$ cat src/rtl/count8dn_fsm_if.sv
// Control/status bundle of the loadable down-counter: the driving side supplies
// enable, load strobe and start value; the counter returns count and status flags.
interface count8dn_fsm_if #(
    parameter int WIDTH = 8
);
    logic             EN;
    logic             load;
    logic [WIDTH-1:0] CNT_In;
    logic [WIDTH-1:0] CNT;
    logic             TC;
    logic             done;
    logic             busy;

    modport master (
        output EN,
        output load,
        output CNT_In,
        input  CNT,
        input  TC,
        input  done,
        input  busy
    );

    modport slave (
        input  EN,
        input  load,
        input  CNT_In,
        output CNT,
        output TC,
        output done,
        output busy
    );
endinterface

$ cat src/rtl/count8dn_fsm.sv
// Loadable down-counter/timer as an explicit IDLE/RUN/HOLD/DONE state machine,
// with a one-cycle expiry pulse and optional auto-reload of the last start value.
module count8dn_fsm #(
    parameter int WIDTH  = 8,
    parameter bit RELOAD = 1'b0
) (
    input  logic          clk,
    input  logic          res,
    count8dn_fsm_if.slave bus
);

    typedef enum logic [1:0] {
        IDLE = 2'd0,
        RUN  = 2'd1,
        HOLD = 2'd2,
        DONE = 2'd3
    } state_t;

    localparam logic [WIDTH-1:0] ZERO = {WIDTH{1'b0}};
    localparam logic [WIDTH-1:0] ONE  = {{(WIDTH-1){1'b0}}, 1'b1};

    state_t           state_r;
    state_t           state_s;
    logic [WIDTH-1:0] cnt_r;
    logic [WIDTH-1:0] cnt_s;
    logic [WIDTH-1:0] rld_r;
    logic [WIDTH-1:0] rld_s;
    logic             done_r;
    logic             busy_r;

    // Next-state and next-count decode; load overrides every state and ignores EN
    always_comb begin
        state_s = state_r;
        cnt_s   = cnt_r;
        rld_s   = rld_r;
        if (bus.load) begin
            cnt_s = bus.CNT_In;
            rld_s = bus.CNT_In;
            if (bus.CNT_In != ZERO) begin
                state_s = RUN;
            end else begin
                state_s = IDLE;
            end
        end else begin
            case (state_r)
                IDLE: begin
                    state_s = IDLE;
                end
                RUN, HOLD: begin
                    if (bus.EN) begin
                        if (cnt_r > ONE) begin
                            cnt_s   = cnt_r - ONE;
                            state_s = RUN;
                        end else if (cnt_r == ONE) begin
                            cnt_s   = ZERO;
                            state_s = DONE;
                        end else begin
                            // Counting from zero is unreachable; park safely instead of wrapping
                            cnt_s   = ZERO;
                            state_s = IDLE;
                        end
                    end else begin
                        state_s = HOLD;
                    end
                end
                DONE: begin
                    if (RELOAD && (rld_r != ZERO)) begin
                        cnt_s   = rld_r;
                        state_s = RUN;
                    end else begin
                        cnt_s   = ZERO;
                        state_s = IDLE;
                    end
                end
                default: begin
                    cnt_s   = ZERO;
                    state_s = IDLE;
                end
            endcase
        end
    end

    // State, count, reload value and flag registers; done/busy are flopped from the next state
    always_ff @(posedge clk or negedge res) begin
        if (!res) begin
            state_r <= IDLE;
            cnt_r   <= ZERO;
            rld_r   <= ZERO;
            done_r  <= 1'b0;
            busy_r  <= 1'b0;
        end else begin
            state_r <= state_s;
            cnt_r   <= cnt_s;
            rld_r   <= rld_s;
            done_r  <= (state_s == DONE);
            busy_r  <= (state_s == RUN) || (state_s == HOLD);
        end
    end

    assign bus.CNT  = cnt_r;
    assign bus.TC   = (cnt_r == ZERO);
    assign bus.done = done_r;
    assign bus.busy = busy_r;

endmodule
$ cat src/flat_wrapper.sv
// flat-port wrapper written by rule: the top's interface ports become plain ports
module count8dn_fsm_flat 
#(
    parameter int WIDTH  = 8,
    parameter bit RELOAD = 1'b0
)
  (clk, res, bus_EN, bus_load, bus_CNT_In, bus_CNT, bus_TC, bus_done, bus_busy);
  count8dn_fsm_if #(.WIDTH(WIDTH)) bus_i ();
  input  logic clk;
  input  logic res;
  input wire logic [$bits(bus_i.EN)-1:0] bus_EN;
  input wire logic [$bits(bus_i.load)-1:0] bus_load;
  input wire logic [$bits(bus_i.CNT_In)-1:0] bus_CNT_In;
  output wire logic [$bits(bus_i.CNT)-1:0] bus_CNT;
  output wire logic [$bits(bus_i.TC)-1:0] bus_TC;
  output wire logic [$bits(bus_i.done)-1:0] bus_done;
  output wire logic [$bits(bus_i.busy)-1:0] bus_busy;
  assign bus_i.EN = bus_EN;
  assign bus_i.load = bus_load;
  assign bus_i.CNT_In = bus_CNT_In;
  assign bus_CNT = bus_i.CNT;
  assign bus_TC = bus_i.TC;
  assign bus_done = bus_i.done;
  assign bus_busy = bus_i.busy;
  count8dn_fsm #(.WIDTH(WIDTH), .RELOAD(RELOAD)) u_core (.clk(clk), .res(res), .bus(bus_i));
endmodule
$ cat config.mk
export PLATFORM = sky130hd
export DESIGN_NAME = count8dn_fsm_flat
export DESIGN_NICKNAME = d
export VERILOG_FILES = /design/src/rtl/count8dn_fsm_if.sv /design/src/rtl/count8dn_fsm.sv /design/src/flat_wrapper.sv
export SDC_FILE = /design/constraint.sdc
export NUM_CORES = 1
export LEC_CHECK = 0
export CORE_MARGIN = 2
export CORE_UTILIZATION = 50
export CTS_BUF_LIST = sky130_fd_sc_hd__clkbuf_4 sky130_fd_sc_hd__clkbuf_8
export DETAILED_ROUTE_END_ITERATION = 7
export HOLD_SLACK_MARGIN = 0.06
export PLACE_DENSITY = 0.84
export SLEW_MARGIN = 5
export SYNTH_ARGS = -nofsm -noshare
export SYNTH_HDL_FRONTEND = slang
export SYNTH_SLANG_ARGS = --single-unit
$ cat constraint.sdc
create_clock -name clk -period 3.47 [get_ports clk]
set_clock_uncertainty 0.15 [all_clocks]
set_input_delay 0.8675 -clock clk [delete_from_list [all_inputs] [get_ports clk]]
set_output_delay 0.8675 -clock clk [all_outputs]
set_load 0.005 [all_outputs]
* Word-level counts from Yosys, hierarchy flattened *
Cells that the tools add are included.

word-level totals
  flip-flop bits (word level) = 12
  bits in latches = 0
  bits in writable memories = 0
  ROM bits = 0
  output and inout port bits = 11
  word-level logic and storage cells = 32
  memories = 0

cells by class
  add/sub/neg operators = 1
  $mul = 0
  divide/modulo/power cells = 0
  magnitude comparators = 1
  equality and inequality tests = 8
  shift operators = 0
  muxes and demuxes = 10
  bitwise gates (word level) = 0
  reduce and logical (&&, ||, !) cells = 8

operator list
  kind                   count
  $mux W8                3
  $pmux W8 S2            1
  $eq A2 B2 Y1 const B   4
  $eq A8 B1 Y1 const B   1
  $gt A8 B1 Y1 const B   1
  $logic_not A8 Y1       1
  $mux W2                4
  $reduce_bool A8 Y1     1
  $sub A8 B1 Y8 const B  1
  $eq A2 B1 Y1 const B   2
  $pmux W2 S2            1
  $reduce_or A2 Y1       2
  $ne A3 B3 Y1 const B   1
  $reduce_bool A3 Y1     1
  $logic_not A2 Y1       1
  $reduce_and A2 Y1      1
  $logic_or A1 B1 Y1     1
  $mux W1                1

* Logic depth before layout (Yosys ltp) *
  word-level depth = 8
  gate-level depth with buffers = 7
  depth with buffers taken out = 6

* Worst setup path before layout *
OpenSTA, ideal clock, no wires.

  path kind = reg2out
  start = register u_core.cnt_r[0] (netlist: u_core.bus.CNT[0])
  end = output bus_TC
  data arrival time = 1.291 ns
  required time = 2.453 ns
  path slack = 1.162 ns
  stages on the path, launching flop included = 5
  buffers on the path = 0
  cells stage by stage = dfrtp_1 > inv_1 > ha_1 > or3b_2 > nor2_1

between the ends
  word-level cells in the longest chain between the ends = 1

ends and longest elaborated chain
  item                    line                 text
  start, declared         count8dn_fsm.sv:24   logic [WIDTH-1:0] cnt_r;
  start signal, assigned  count8dn_fsm.sv:93   cnt_r <= cnt_s;
  $logic_not A8 Y1        count8dn_fsm.sv:101  assign bus.TC = (cnt_r == ZERO);
  end, declared           flat_wrapper.sv:15   output wire logic [$bits(bus_i.TC)-1:0] bus_TC;

No other way between the ends.

* Worst setup path after layout *
Ends and elaborated chain as after synthesis.

==> summary.md <==
| Metric | Value |
|---|---|
| Endpoint of the worst register-to-register path | `u_core.bus.CNT[3]` |
| Clk Latency, worst-skew pair | `280 ps` |
| Synth unique cells | `26` |
| H-tree depth | `1` |
| Synth Instances | `79` |
| Tcrit/Tclk final | `0.919` |
| Int Power | `0.000336 W` |
| Crit Reg-Reg Startpoint | `u_core.bus.CNT[4]` |
| Rows | `14` |
| I/O pin cnt | `23` |
| Syn. warnings | `0` |
| Worst slew pin tran | `624 ps` |
| RSZ-0062 raised after global routing | `no` |
| CTS tree | `yes` |
| Total track usage | `0.233` |
| First-pass GRT wire length | `3120 µm` |
| CP endpoint kind | `output pin` |
| # diodes | `0` |
| Post-CTS setup buffers | `0` |
| Vias in the first global route | `716` |
| Pins Over Slew Limit | `0` |
| Pre-antenna DRT Iters | `4` |
| Clk pwr share | `0.225` |
| Clock sink total | `12` |
| CP bufs+invs | `2` |
| Crit path launch type | `flop` |
| Initial antenna violation count | `0` |
| CP Cell Sequence | `inv_1 -> ha_1 -> or3b_2 -> nor2_1 -> clkdlybuf4s50_1` |
| Die Y | `43.0 µm` |
| Max Buffers Root-to-Sink | `2` |
| VDD IR max | `0.266 mV` |
| Setup TNS | `0 ps` |
| Hold endpoint | `u_core.bus.CNT[1]` |
| CP top delay family | `simple AND/OR/NAND/NOR gates` |
| Leakage Power | `0.420 nW` |
| Worst path required time | `2450 ps` |
| CTS Buf Count | `3` |
| DRT Wirelength | `1870 µm` |
| Area growth, synth to finish | `33.3%` |
| # DRC | `0` |
| Via Count | `745` |
| WHS Path Cells | `2` |
| # setup viols final | `0` |
| Switching share of power | `0.345` |
| Vias per cell | `6.31` |
| Largest net degree at the start of global routing | `17` |
| Crit path arrival time | `2170 ps` |
| Status | `finished, final reports clean` |
| Share of layout cells above drive strength 1 | `0.0784` |
| Post-route ant nets | `0` |
| Syn nets | `95` |
| Pwr per Cell Area | `504 nW/µm²` |
| Type of the worst setup path | `reg2out` |
| CTS root buffer | `clkbuf_4` |
| Sequential share of power | `0.408` |
| Starting Density | `0.518` |
| Syn Area/Cell | `9.65 µm²` |
| FF-to-FF setup slack | `1090 ps` |
| Fillers | `124` |
| Max-slew headroom | `0.583` |
| Switching power | `0.000176 W` |
| Reg clk slew, reported paths | `80 ps` |
| Worst hold slack | `462 ps` |
| Nets | `119` |
| DRT iter0 DRCs | `31` |
| Min-delay worst type | `reg2reg` |
| FF+latch count, synth | `12` |
| HP Start | `u_core.bus.CNT[1]` |
| Crit path largest cell delay | `510 ps` |
| Die Footprint | `1850 µm²` |
| Wire per inst | `15.8 µm` |
| Post-CTS Hold Fix Bufs | `0` |
| GP Congestion | `0.782` |
| Die span in x | `43.0 µm` |
| Port Buf Inserts | `22` |
| Max Freq | `314 MHz` |
| Grt ovf | `0` |
| Core area | `1470 µm²` |
| Hold Fails Final Rpt | `0` |
| Slowest-stage cell, CP | `or3b_2` |
| Register area share after synthesis | `0.394` |
| Max cap viols | `0` |
| Register-to-Register Path Depth | `4` |
| Crit path max fanout | `7` |
| Hpwl dp | `1340 µm` |
| Synthesized area | `762 µm²` |
| Period minus WS final | `3190 ps` |
| Resized cells post-CTS | `0` |
| Logic pwr share | `0.367` |
-- power groups by stage --
| stage | Clock, W | Combinational (W) | Sequential (W) |
|---|---|---|---|
| final | 0.000115 | 0.000188 | 0.000209 |
| after floorplan | 0 | 0.000112 | 0.000200 |
| after global placement | 0 | 0.000183 | 0.000208 |
| after global routing | 0.000125 | 0.000205 | 0.000214 |
| after CTS | 0.000117 | 0.000188 | 0.000208 |
| after detailed placement | 0 | 0.000185 | 0.000210 |
-- cells in the mapped netlist --
| master | instances | area share |
|---|---|---|
| a32o_1 | 2 | 0.026 |
| a21oi_1 | 3 | 0.020 |
| dfrtp_1 | 12 | 0.39 |
| a2bb2oi_1 | 2 | 0.023 |
| or4_1 | 4 | 0.039 |
| nand2b_1 | 2 | 0.016 |
| clkbuf_1 | 2 | 0.0099 |
| or4_4 | 1 | 0.015 |
| o21ai_0 | 4 | 0.026 |
| o21ai_1 | 7 | 0.046 |
| nor4_1 | 1 | 0.0082 |
| nand2_1 | 5 | 0.025 |
| a211o_1 | 1 | 0.011 |
| nor3_1 | 4 | 0.026 |
| o311ai_0 | 1 | 0.011 |
| ha_1 | 4 | 0.066 |
| o41ai_4 | 1 | 0.036 |
| inv_1 | 2 | 0.0099 |
| nor2b_1 | 1 | 0.0082 |
| nor2_1 | 7 | 0.034 |
| nand3_1 | 1 | 0.0066 |
| o41ai_1 | 2 | 0.023 |
| a22o_1 | 6 | 0.069 |
| buf_6 | 2 | 0.030 |
| and2_1 | 1 | 0.0082 |
| or3b_2 | 1 | 0.011 |
-- layout make-up --
class	count	area (µm²)	share of cell area
tap	16	20.0	0.0197
timing repair buffer	23	228	0.224
sequential	12	300	0.296
multi-input combinational	61	424	0.417
clock buffer	4	36.3	0.0357
inverter	2	7.51	0.00739
-- tightest hold or removal path, stage by stage, from the launching register on --
cell and delay, ps:
dfrtp_1 420, nor2_1 110, a21oi_1 40
-- cell families after synthesis --
| logic type | synth area share |
|---|---|
| flip-flops | 0.394 |
| AO/OA/AOI/OAI | 0.292 |
| buffers and inverters | 0.0493 |
| adder cells (fa/ha/maj) | 0.0657 |
| AND/OR/NAND/NOR | 0.199 |
-- worst max-delay path by stage --
stage,from,to,slack [ps],depth (start not counted)
2_1_floorplan,u_core.bus.CNT[0],bus_TC,1160,4
3_3_place_gp,u_core.bus.CNT[0],bus_TC,650,5
3_5_place_dp,u_core.bus.CNT[0],bus_TC,600,5
4_1_cts,u_core.bus.CNT[0],bus_TC,270,5
5_1_grt,u_core.bus.CNT[0],bus_TC,170,5
6_report,u_core.bus.CNT[0],bus_TC,280,5
-- sequential cells by signal, summed over array words and instances (netlist names) --
signal           flops
u_core.state_r       2
u_core.bus.done      1
u_core.bus.busy      1
u_core.bus.CNT       8
-- cells in the final DEF (no fill, tap or decap), types with 2 or more instances in the layout --
cell / instances
a21oi_1: 3
a22o_1: 6
a2bb2oi_1: 2
a32o_1: 2
clkbuf_4: 3
clkdlybuf4s50_1: 22
dfrtp_1: 12
ha_1: 4
inv_1: 2
nand2_1: 5
nand2b_1: 2
nor2_1: 7
nor3_1: 4
o21ai_0: 4
o21ai_1: 7
o41ai_1: 2
or4_1: 4
-- stage by stage --
| step | total power [W] | worst slack [ps] | util | cell area [µm²] | instances |
|---|---|---|---|---|---|
| 6_report | 0.000512 | 282 | 0.690 | 1020 | 118 |
| 5_1_grt | 0.000544 | 168 | 0.690 | 1020 | 118 |
| 4_1_cts | 0.000513 | 271 | 0.690 | 1020 | 118 |
| 3_5_place_dp | 0.000396 | 603 | 0.666 | 980 | 114 |
| 3_3_place_gp | 0.000391 | 652 | 0.666 | 980 | 114 |
| 2_1_floorplan | 0.000312 | 1160 | - | 762 | 79 |
-- per-layer routing --
metal	track usage	share of wire	wire length [µm]	vias up
li1	-	-	-	355
met1	0.272	0.43	796	363
met2	0.382	0.50	936	22
met3	0.0511	0.050	94	5
met4	0.145	0.021	40	0
met5	0	0	0	-
Power figures use the tool's default switching activity.
